[src/rtl/fetch_unit.sv]
// Instruction fetch stage: issues word-aligned reads, registers the returned
// instruction with its decoded fields, absorbs one extra response in a skid
// buffer when decode stalls, and flushes/redirects on branch_taken.
module fetch_unit #(
  parameter logic [31:0] RESET_PC = 32'h0000_0000
) (
  input  logic        clk,
  input  logic        rst_n,
  output logic        imem_req,
  output logic [31:0] imem_addr,
  input  logic        imem_valid,
  input  logic [31:0] imem_rdata,
  input  logic        stall,
  input  logic        branch_taken,
  input  logic [31:0] branch_target,
  output logic        inst_valid,
  output logic [31:0] instr,
  output logic [5:0]  opcode,
  output logic [5:0]  func,
  output logic [4:0]  rs,
  output logic [4:0]  rt,
  output logic [4:0]  rd,
  output logic [15:0] imm,
  output logic [31:0] pc_plus4
);

  localparam int unsigned XLEN = 32;
  localparam logic [XLEN-1:0] ALIGN_MASK = ~XLEN'(3);
  localparam logic [XLEN-1:0] WORD_BYTES = XLEN'(4);

  typedef enum logic [1:0] {
    IDLE  = 2'd0,
    REQ   = 2'd1,
    DRAIN = 2'd2,
    FULL  = 2'd3
  } state_t;

  state_t          state_q, state_d;
  logic [XLEN-1:0] pc_q, pc_d;
  logic [XLEN-1:0] tgt_q, tgt_d;
  logic [XLEN-1:0] skid_word_q, skid_word_d;
  logic [XLEN-1:0] skid_pc4_q, skid_pc4_d;
  logic            skid_valid_q, skid_valid_d;
  logic [XLEN-1:0] instr_d, pc4_d;
  logic            valid_d;
  logic            req_d;

  logic            handoff;
  logic            slot_free;
  logic            accept;
  logic [XLEN-1:0] target_al;
  logic [XLEN-1:0] pc_next;

  // Handshake qualifiers shared by the next-state logic
  assign handoff   = inst_valid & ~stall;
  assign slot_free = ~inst_valid | handoff;
  assign accept    = (state_q == REQ) & imem_valid & ~branch_taken;
  assign target_al = branch_target & ALIGN_MASK;
  assign pc_next   = pc_q + WORD_BYTES;

  // Next-state, datapath and request computation
  always_comb begin
    state_d      = state_q;
    pc_d         = pc_q;
    tgt_d        = tgt_q;
    skid_word_d  = skid_word_q;
    skid_pc4_d   = skid_pc4_q;
    skid_valid_d = skid_valid_q;
    instr_d      = instr;
    pc4_d        = pc_plus4;
    valid_d      = inst_valid;

    if (handoff) begin
      valid_d = 1'b0;
    end

    // Skid contents always reach the output ahead of a fresh response
    if (slot_free && skid_valid_q) begin
      instr_d      = skid_word_q;
      pc4_d        = skid_pc4_q;
      valid_d      = 1'b1;
      skid_valid_d = 1'b0;
    end

    if (accept) begin
      if (slot_free && !skid_valid_q) begin
        instr_d = imem_rdata;
        pc4_d   = pc_next;
        valid_d = 1'b1;
      end else begin
        skid_word_d  = imem_rdata;
        skid_pc4_d   = pc_next;
        skid_valid_d = 1'b1;
      end
      pc_d = pc_next;
    end

    unique case (state_q)
      IDLE: state_d = REQ;
      REQ: begin
        if (accept) begin
          state_d = skid_valid_d ? FULL : REQ;
        end else if (branch_taken && imem_valid) begin
          pc_d    = target_al;
          state_d = REQ;
        end else if (branch_taken) begin
          tgt_d   = target_al;
          state_d = DRAIN;
        end
      end
      DRAIN: begin
        // The outstanding read must complete before the new address is issued
        if (imem_valid) begin
          pc_d    = branch_taken ? target_al : tgt_q;
          state_d = REQ;
        end else if (branch_taken) begin
          tgt_d = target_al;
        end
      end
      FULL: begin
        if (slot_free) begin
          state_d = REQ;
        end
      end
      default: state_d = IDLE;
    endcase

    // A redirect flushes everything held; IDLE/FULL have no read in flight
    if (branch_taken) begin
      valid_d      = 1'b0;
      skid_valid_d = 1'b0;
      if (state_q == IDLE || state_q == FULL) begin
        pc_d    = target_al;
        state_d = REQ;
      end
    end

    req_d = (state_d == REQ) || (state_d == DRAIN);
  end

  // State and datapath registers
  always_ff @(posedge clk or negedge rst_n) begin
    if (!rst_n) begin
      state_q      <= IDLE;
      pc_q         <= RESET_PC & ALIGN_MASK;
      tgt_q        <= '0;
      skid_word_q  <= '0;
      skid_pc4_q   <= '0;
      skid_valid_q <= 1'b0;
      instr        <= '0;
      pc_plus4     <= '0;
      inst_valid   <= 1'b0;
      imem_req     <= 1'b0;
    end else begin
      state_q      <= state_d;
      pc_q         <= pc_d;
      tgt_q        <= tgt_d;
      skid_word_q  <= skid_word_d;
      skid_pc4_q   <= skid_pc4_d;
      skid_valid_q <= skid_valid_d;
      instr        <= instr_d;
      pc_plus4     <= pc4_d;
      inst_valid   <= valid_d;
      imem_req     <= req_d;
    end
  end

  // Fetch address and decoded fields are direct views of registers
  assign imem_addr = pc_q;
  assign opcode    = instr[31:26];
  assign rs        = instr[25:21];
  assign rt        = instr[20:16];
  assign rd        = instr[15:11];
  assign func      = instr[5:0];
  assign imm       = instr[15:0];

endmodule

[config.mk]
export PLATFORM = sky130hd
export DESIGN_NAME = fetch_unit
export DESIGN_NICKNAME = d
export VERILOG_FILES = /design/src/rtl/fetch_unit.sv
export SDC_FILE = /design/constraint.sdc
export NUM_CORES = 1
export LEC_CHECK = 0
export CAP_MARGIN = 20
export CORE_UTILIZATION = 48
export DETAILED_ROUTE_END_ITERATION = 10
export PLACE_DENSITY_LB_ADDON = 0.1
export SYNTH_ARGS = -nofsm -noshare
export SYNTH_HDL_FRONTEND = slang
export SYNTH_SLANG_ARGS = --single-unit
[constraint.sdc]
create_clock -name clk -period 2.2 [get_ports clk]
set_input_delay 0.44 -clock clk [delete_from_list [all_inputs] [get_ports clk]]
set_output_delay 0.44 -clock clk [all_outputs]
set_load 0.01 [all_outputs]
# [Word level (Yosys, flattened, before mapping)]
# Cells that the tools add are included.
[word_totals] ff_bits=197 output_inout_bits=141 word_cells=73 in_bits=69
[op_classes] reduce_logical=10 n_eq_ne=8 n_mux=36 bitwise=8 add_sub_neg=1
[ops] op="two-way mux 32 bit" count=16
[ops] op="one-hot mux 32 bit (2 select lines)" count=2
[ops] op="adder 32 x 3 -> 32 bit, second input constant" count=1
[ops] op="two-way mux 2 bit" count=8
[ops] op="two-way mux 1 bit" count=9
[ops] op="one-hot mux 2 bit (4 select lines)" count=1
[ops] op="== test 2 bit, second input constant" count=3
[ops] op="!= test 2 bit, second input constant" count=3
[ops] op="== test 2 x 1 -> 1 bit, second input constant" count=2
[ops] op="inverter 1 bit" count=4
[ops] op="AND reduction 4 bit" count=1
[ops] op="bitwise AND 1 bit" count=3
[ops] op="logical AND 1 bit" count=3
[ops] op="logical NOT 2 bit" count=1
[ops] op="logical OR 1 bit" count=2
[ops] op="AND reduction 2 bit" count=1
[ops] op="nonzero test 2 bit" count=1
[ops] op="logical NOT 1 bit" count=1
[ops] op="OR 1 bit" count=1

# [Depth between registers and ports, before layout]
[depth] word_depth=14 mapped_depth=10 ltp_nobuf=7

# [Worst setup path after synthesis]
# Ideal clock, no wire load.
[synth_path] path_kind="register to register" start="register pc_q[3], in the netlist imem_addr[3]" end="register pc_q[28], in the netlist imem_addr[28]" path_buffers=2 arrival_ns=2.110 synth_period_minus_slack_ns=2.236 required_ns=2.074 path_stages_with_launch=9 setup_time_ns=0.126 setup_slack_ns=-0.036 path_cell_list="dfrtp_1 ha_1 and4_1 clkbuf_1 nand4_1 clkbuf_1 o31ai_1 a21oi_1 o32a_1"
[synth_via] elab_chain_len=7 elab_cells_between_ends=8 classes_between="add/sub (1); mux (7)"
[synth_rtl] element="from (decl)" line="39" text="logic [XLEN-1:0] pc_q, pc_d;"
[synth_rtl] element="from (signal assigned)" line="145" text="pc_q <= RESET_PC & ALIGN_MASK;"
[synth_rtl] element="from (signal assigned)" line="156" text="pc_q <= pc_d;"
[synth_rtl] element="adder 32 x 3 -> 32 bit (*)" line="59" text="assign pc_next = pc_q + WORD_BYTES;"
[synth_rtl] element="two-way mux 32 bit (*)" line="85" text="if (accept) begin"
[synth_rtl] element="two-way mux 32 bit" line="103" text="end else if (branch_taken && imem_valid) begin"
[synth_rtl] element="two-way mux 32 bit" line="101" text="if (accept) begin"
[synth_rtl] element="one-hot mux 32 bit (2 select lines) (*)" line="98" text="unique case (state_q)"
[synth_rtl] element="two-way mux 32 bit" line="132" text="if (state_q == IDLE || state_q == FULL) begin"
[synth_rtl] element="two-way mux 32 bit (*)" line="129" text="if (branch_taken) begin"
[synth_rtl] element="via pc_d[28]" line="39"
# The timed path passes the listed nets; every way through them passes the cells marked *.
# A chain may end at the register's enable or synchronous reset.

# [Final worst setup path]
[layout_path] start="register pc_q[4], in the netlist imem_addr[4]" end="register pc_q[27], in the netlist imem_addr[27]"
# Same word-level chain as after synthesis.

==> flow_summary.yaml <==
outcome:
  status: "completed"
drt:
  via_count: 9905
  dr.pass1.iters: 5
  routed_wl_um: 32000
  wl_per_cell_um: 18.4
  antenna_left: 0
  initialDrtViolationCount: 828
  avgViaCountPerCell: 5.68
  drc: 0
cells_and_area:
  area_growth_pct: 31.6
  final_util_pct: 64.5
  layout.nets: 1520
  finish.instance_area_um2: 14700
  drive_gt1_share_pct: 16.1
  antenna_cells: 0
placed_design:
  dp_hpwl_um: 23100
  numPortBuffers: 207
  gp_congestion: 0.924
  postPlaceCellArea_um2: 14000
pwr:
  p_int_uw: 12300
  sequentialPowerShare_pct: 31.8
  swShare_pct: 39.5
  power.density_nw_per_um2: 1380
  p_leak_uw: 0.00615
  switching_power_uw: 8010
  power_frac_comb_pct: 51.9
  p_clk_share_pct: 16.3
  peakVddDrop_mv: 0.668
worst_setup_path:
  crit_required_ns: 2.51
  crit_path_max_incr_delay_ns: 0.65
  worstPathCellList: "nand3_4 -> or4_4 -> o311a_1 -> a2111oi_1 -> nor3_1"
  start_kind: "register"
  path_max_fanout: 15
  crit_type: "reg -> reg"
  crit_arrival_ns: 2.47
  crit_slowest_cell: "or4_4"
  end_kind: "register"
global_route:
  antenna_found_initial: 0
  grt_use_total_pct: 27.3
  grt_pass1_wl_um: 51000
  grt_pass1_vias: 9284
  grt_max_degree: 47
  grt_overflow: 0
cts:
  clock_sinks: 197
  clockBufferDepth: 2
  cts_buffers: 17
  cts_setup_buffers: 0
  cts_max_level: 4
  cts_tree: "yes"
  path_clk_slew_ns: 0.09
  root_buffer: "clkbuf_16"
  insertion_delay_ns: 0.44
synthesis:
  syn_area_um2: 11100
  synth_fp_nets: 1320
  synth_cell_types: 71
  yosys.area.top_type: "dfrtp_1"
  synth_commonest_cells: "233 x nand2_1, 197 x dfrtp_1, 85 x nor2_1, 85 x o21ai_0, 75 x a21oi_1"
  synth_edf_count: 0
  yosysSeqAreaShare_pct: 44.3
  synth_ff_type: "dfrtp_1"
  async_flop_share_pct: 100
  synth.most_common_cell: "nand2_1"
  ys_seq_elements: 197
  synth.top_cell.area_share_pct: 44.3
  synthTopCellsByArea: "dfrtp_1 44%, nand2_1 7.9%, mux2_2 5.3%"
  yosys_warnings: 0
  syn_inst: 1245
  synth_area_per_cell_um2: 8.94
floorplan:
  initial_core_util_pct: 49.0
  die_x_um: 154
  core_um2: 22700
  die-area_um2: 23800
  rows: 55
  ioPinCount: 210
  die_h_um: 154
sta:
  timing_worst_slew_pin_value_ns: 0.480
  period_share_pct: 98.4
  clock_skew_ns: 0.0140
  fmax_ghz: 0.462
  finalSetupViolCount: 0
  relSlewSlack_pct: 67.8
  period_needed_ns: 2.16
  maxSlewViolCount: 0
  hold_viol_final: 0
  rsz0062_at_grt: "true"
flow_run:
  max_cap_violations: 0
worst_hold_path:
  min_path_type: "in -> async"
==> through the flow <==
step                hold slack (ns)  power [uW]  worst slack [ns]  std cells  setup TNS (ns)
floorplan                     0.144       12100           -0.0184       1245         -0.0307
global placement              0.353       16600           0.00604       1710               0
detailed placement            0.353       16900           -0.0112       1710         -0.0221
CTS                           0.450       20200           0.00509       1743               0
global route                  0.455       21400           -0.0684       1743         -0.0778
finish                        0.449       20300            0.0358       1743               0
==> per-layer routing <==
metal | vias up | global-route usage [%] | wire length (um)
met2 | 384 | 42.7 | 14600
li1 | 4741 | - | -
met1 | 4730 | 39.0 | 14700
met4 | 0 | 9.24 | 738
met5 | - | 0 | 0
met3 | 50 | 3.98 | 1990
==> cells by family (layout without fill, tap and decap cells) <==
family                   Yosys count  after routing  synth area share (%)
AND/OR/NAND/NOR                  448            448                  18.3
flip-flops                       197            197                  44.3
AO/OA/AOI/OAI                    286            286                  16.1
multiplexers                     109            109                  10.4
adder cells (fa/ha/maj)            6              6                 0.675
XOR/XNOR                          36             36                  2.83
buffers and inverters            163            376                  7.42
==> cells in the final DEF, fill, tap and decap left out, types with 9 or more instances in the layout <==
cell type	count
o211ai_1	12
inv_1	11
nand3_1	26
nor4_1	12
nand2_1	232
buf_4	106
a21oi_1	75
buf_12	18
nor2_1	84
clkbuf_16	17
mux2_2	52
o21ai_0	84
clkdlybuf4s50_1	204
nand4_1	13
o31ai_1	10
a22oi_1	9
mux2i_1	57
a31oi_1	17
nor3_1	15
dfrtp_1	194
xor2_1	11
xnor2_1	24
nand2b_1	9
==> worst paths after layout <==
kind / startpoint / to / slack, ns / depth (start not counted)
setup / recovery: imem_addr[4]$_DFF_PN0_ / imem_addr[27]$_DFF_PN0_ / 0.04 / 5
hold / removal: rst_n / instr[4]$_DFF_PN0_ / 0.45 / 2
setup reg to reg: imem_addr[4]$_DFF_PN0_ / imem_addr[27]$_DFF_PN0_ / 0.04 / 5
hold reg to reg: skid_word_q[28]$_DFFE_PN0P_ / skid_word_q[28]$_DFFE_PN0P_ / 0.48 / 2
max in group asynchronous: rst_n / skid_pc4_q[8]$_DFFE_PN0P_ / 1.09 / 3
min in group clk: skid_word_q[28]$_DFFE_PN0P_ / skid_word_q[28]$_DFFE_PN0P_ / 0.48 / 2
==> worst max-delay path: cells and delay by family (launching register included) <==
kind / cells / cell delay, ns
compound gates: 2 / 0.71
flops: 1 / 0.44
simple gates: 3 / 0.86
==> area by class of cell <==
type,count,area [um2]
Multi-Input combinational cell,885,5450
Fill cell,1938,8060
Sequential cell,197,4930
Clock buffer,17,425
Inverter,12,45.0
Tap cell,285,357
Timing Repair Buffer,332,3230
Clock inverter,15,208
==> sequential cells by signal, indices dropped and copies added (netlist names) <==
signal	flops
imem_addr	32
imem_req	1
inst_valid	1
instr	32
pc_plus4	32
skid_pc4_q	32
skid_valid_q	1
skid_word_q	32
state_q	2
tgt_q	32
==> power by group through the flow <==
| stage | registers, uW | logic, uW | clock network (uW) |
|---|---|---|---|
| after floorplan | 6610 | 5490 | 0 |
| after CTS | 6420 | 10400 | 3350 |
| after detailed placement | 6490 | 10400 | 0 |
| after global routing | 6640 | 11300 | 3500 |
| final | 6440 | 10500 | 3300 |
| after global placement | 6400 | 10200 | 0 |
==> what timing repair did <==
action	in CTS	in global routing
endpoints found under the setup margin	2	22
hold buffers	1	0
pin swaps	0	1
hold endpoints to repair	25	0
gates resized for setup	1	11
No activity file was read; power rests on OpenSTA's default activity.
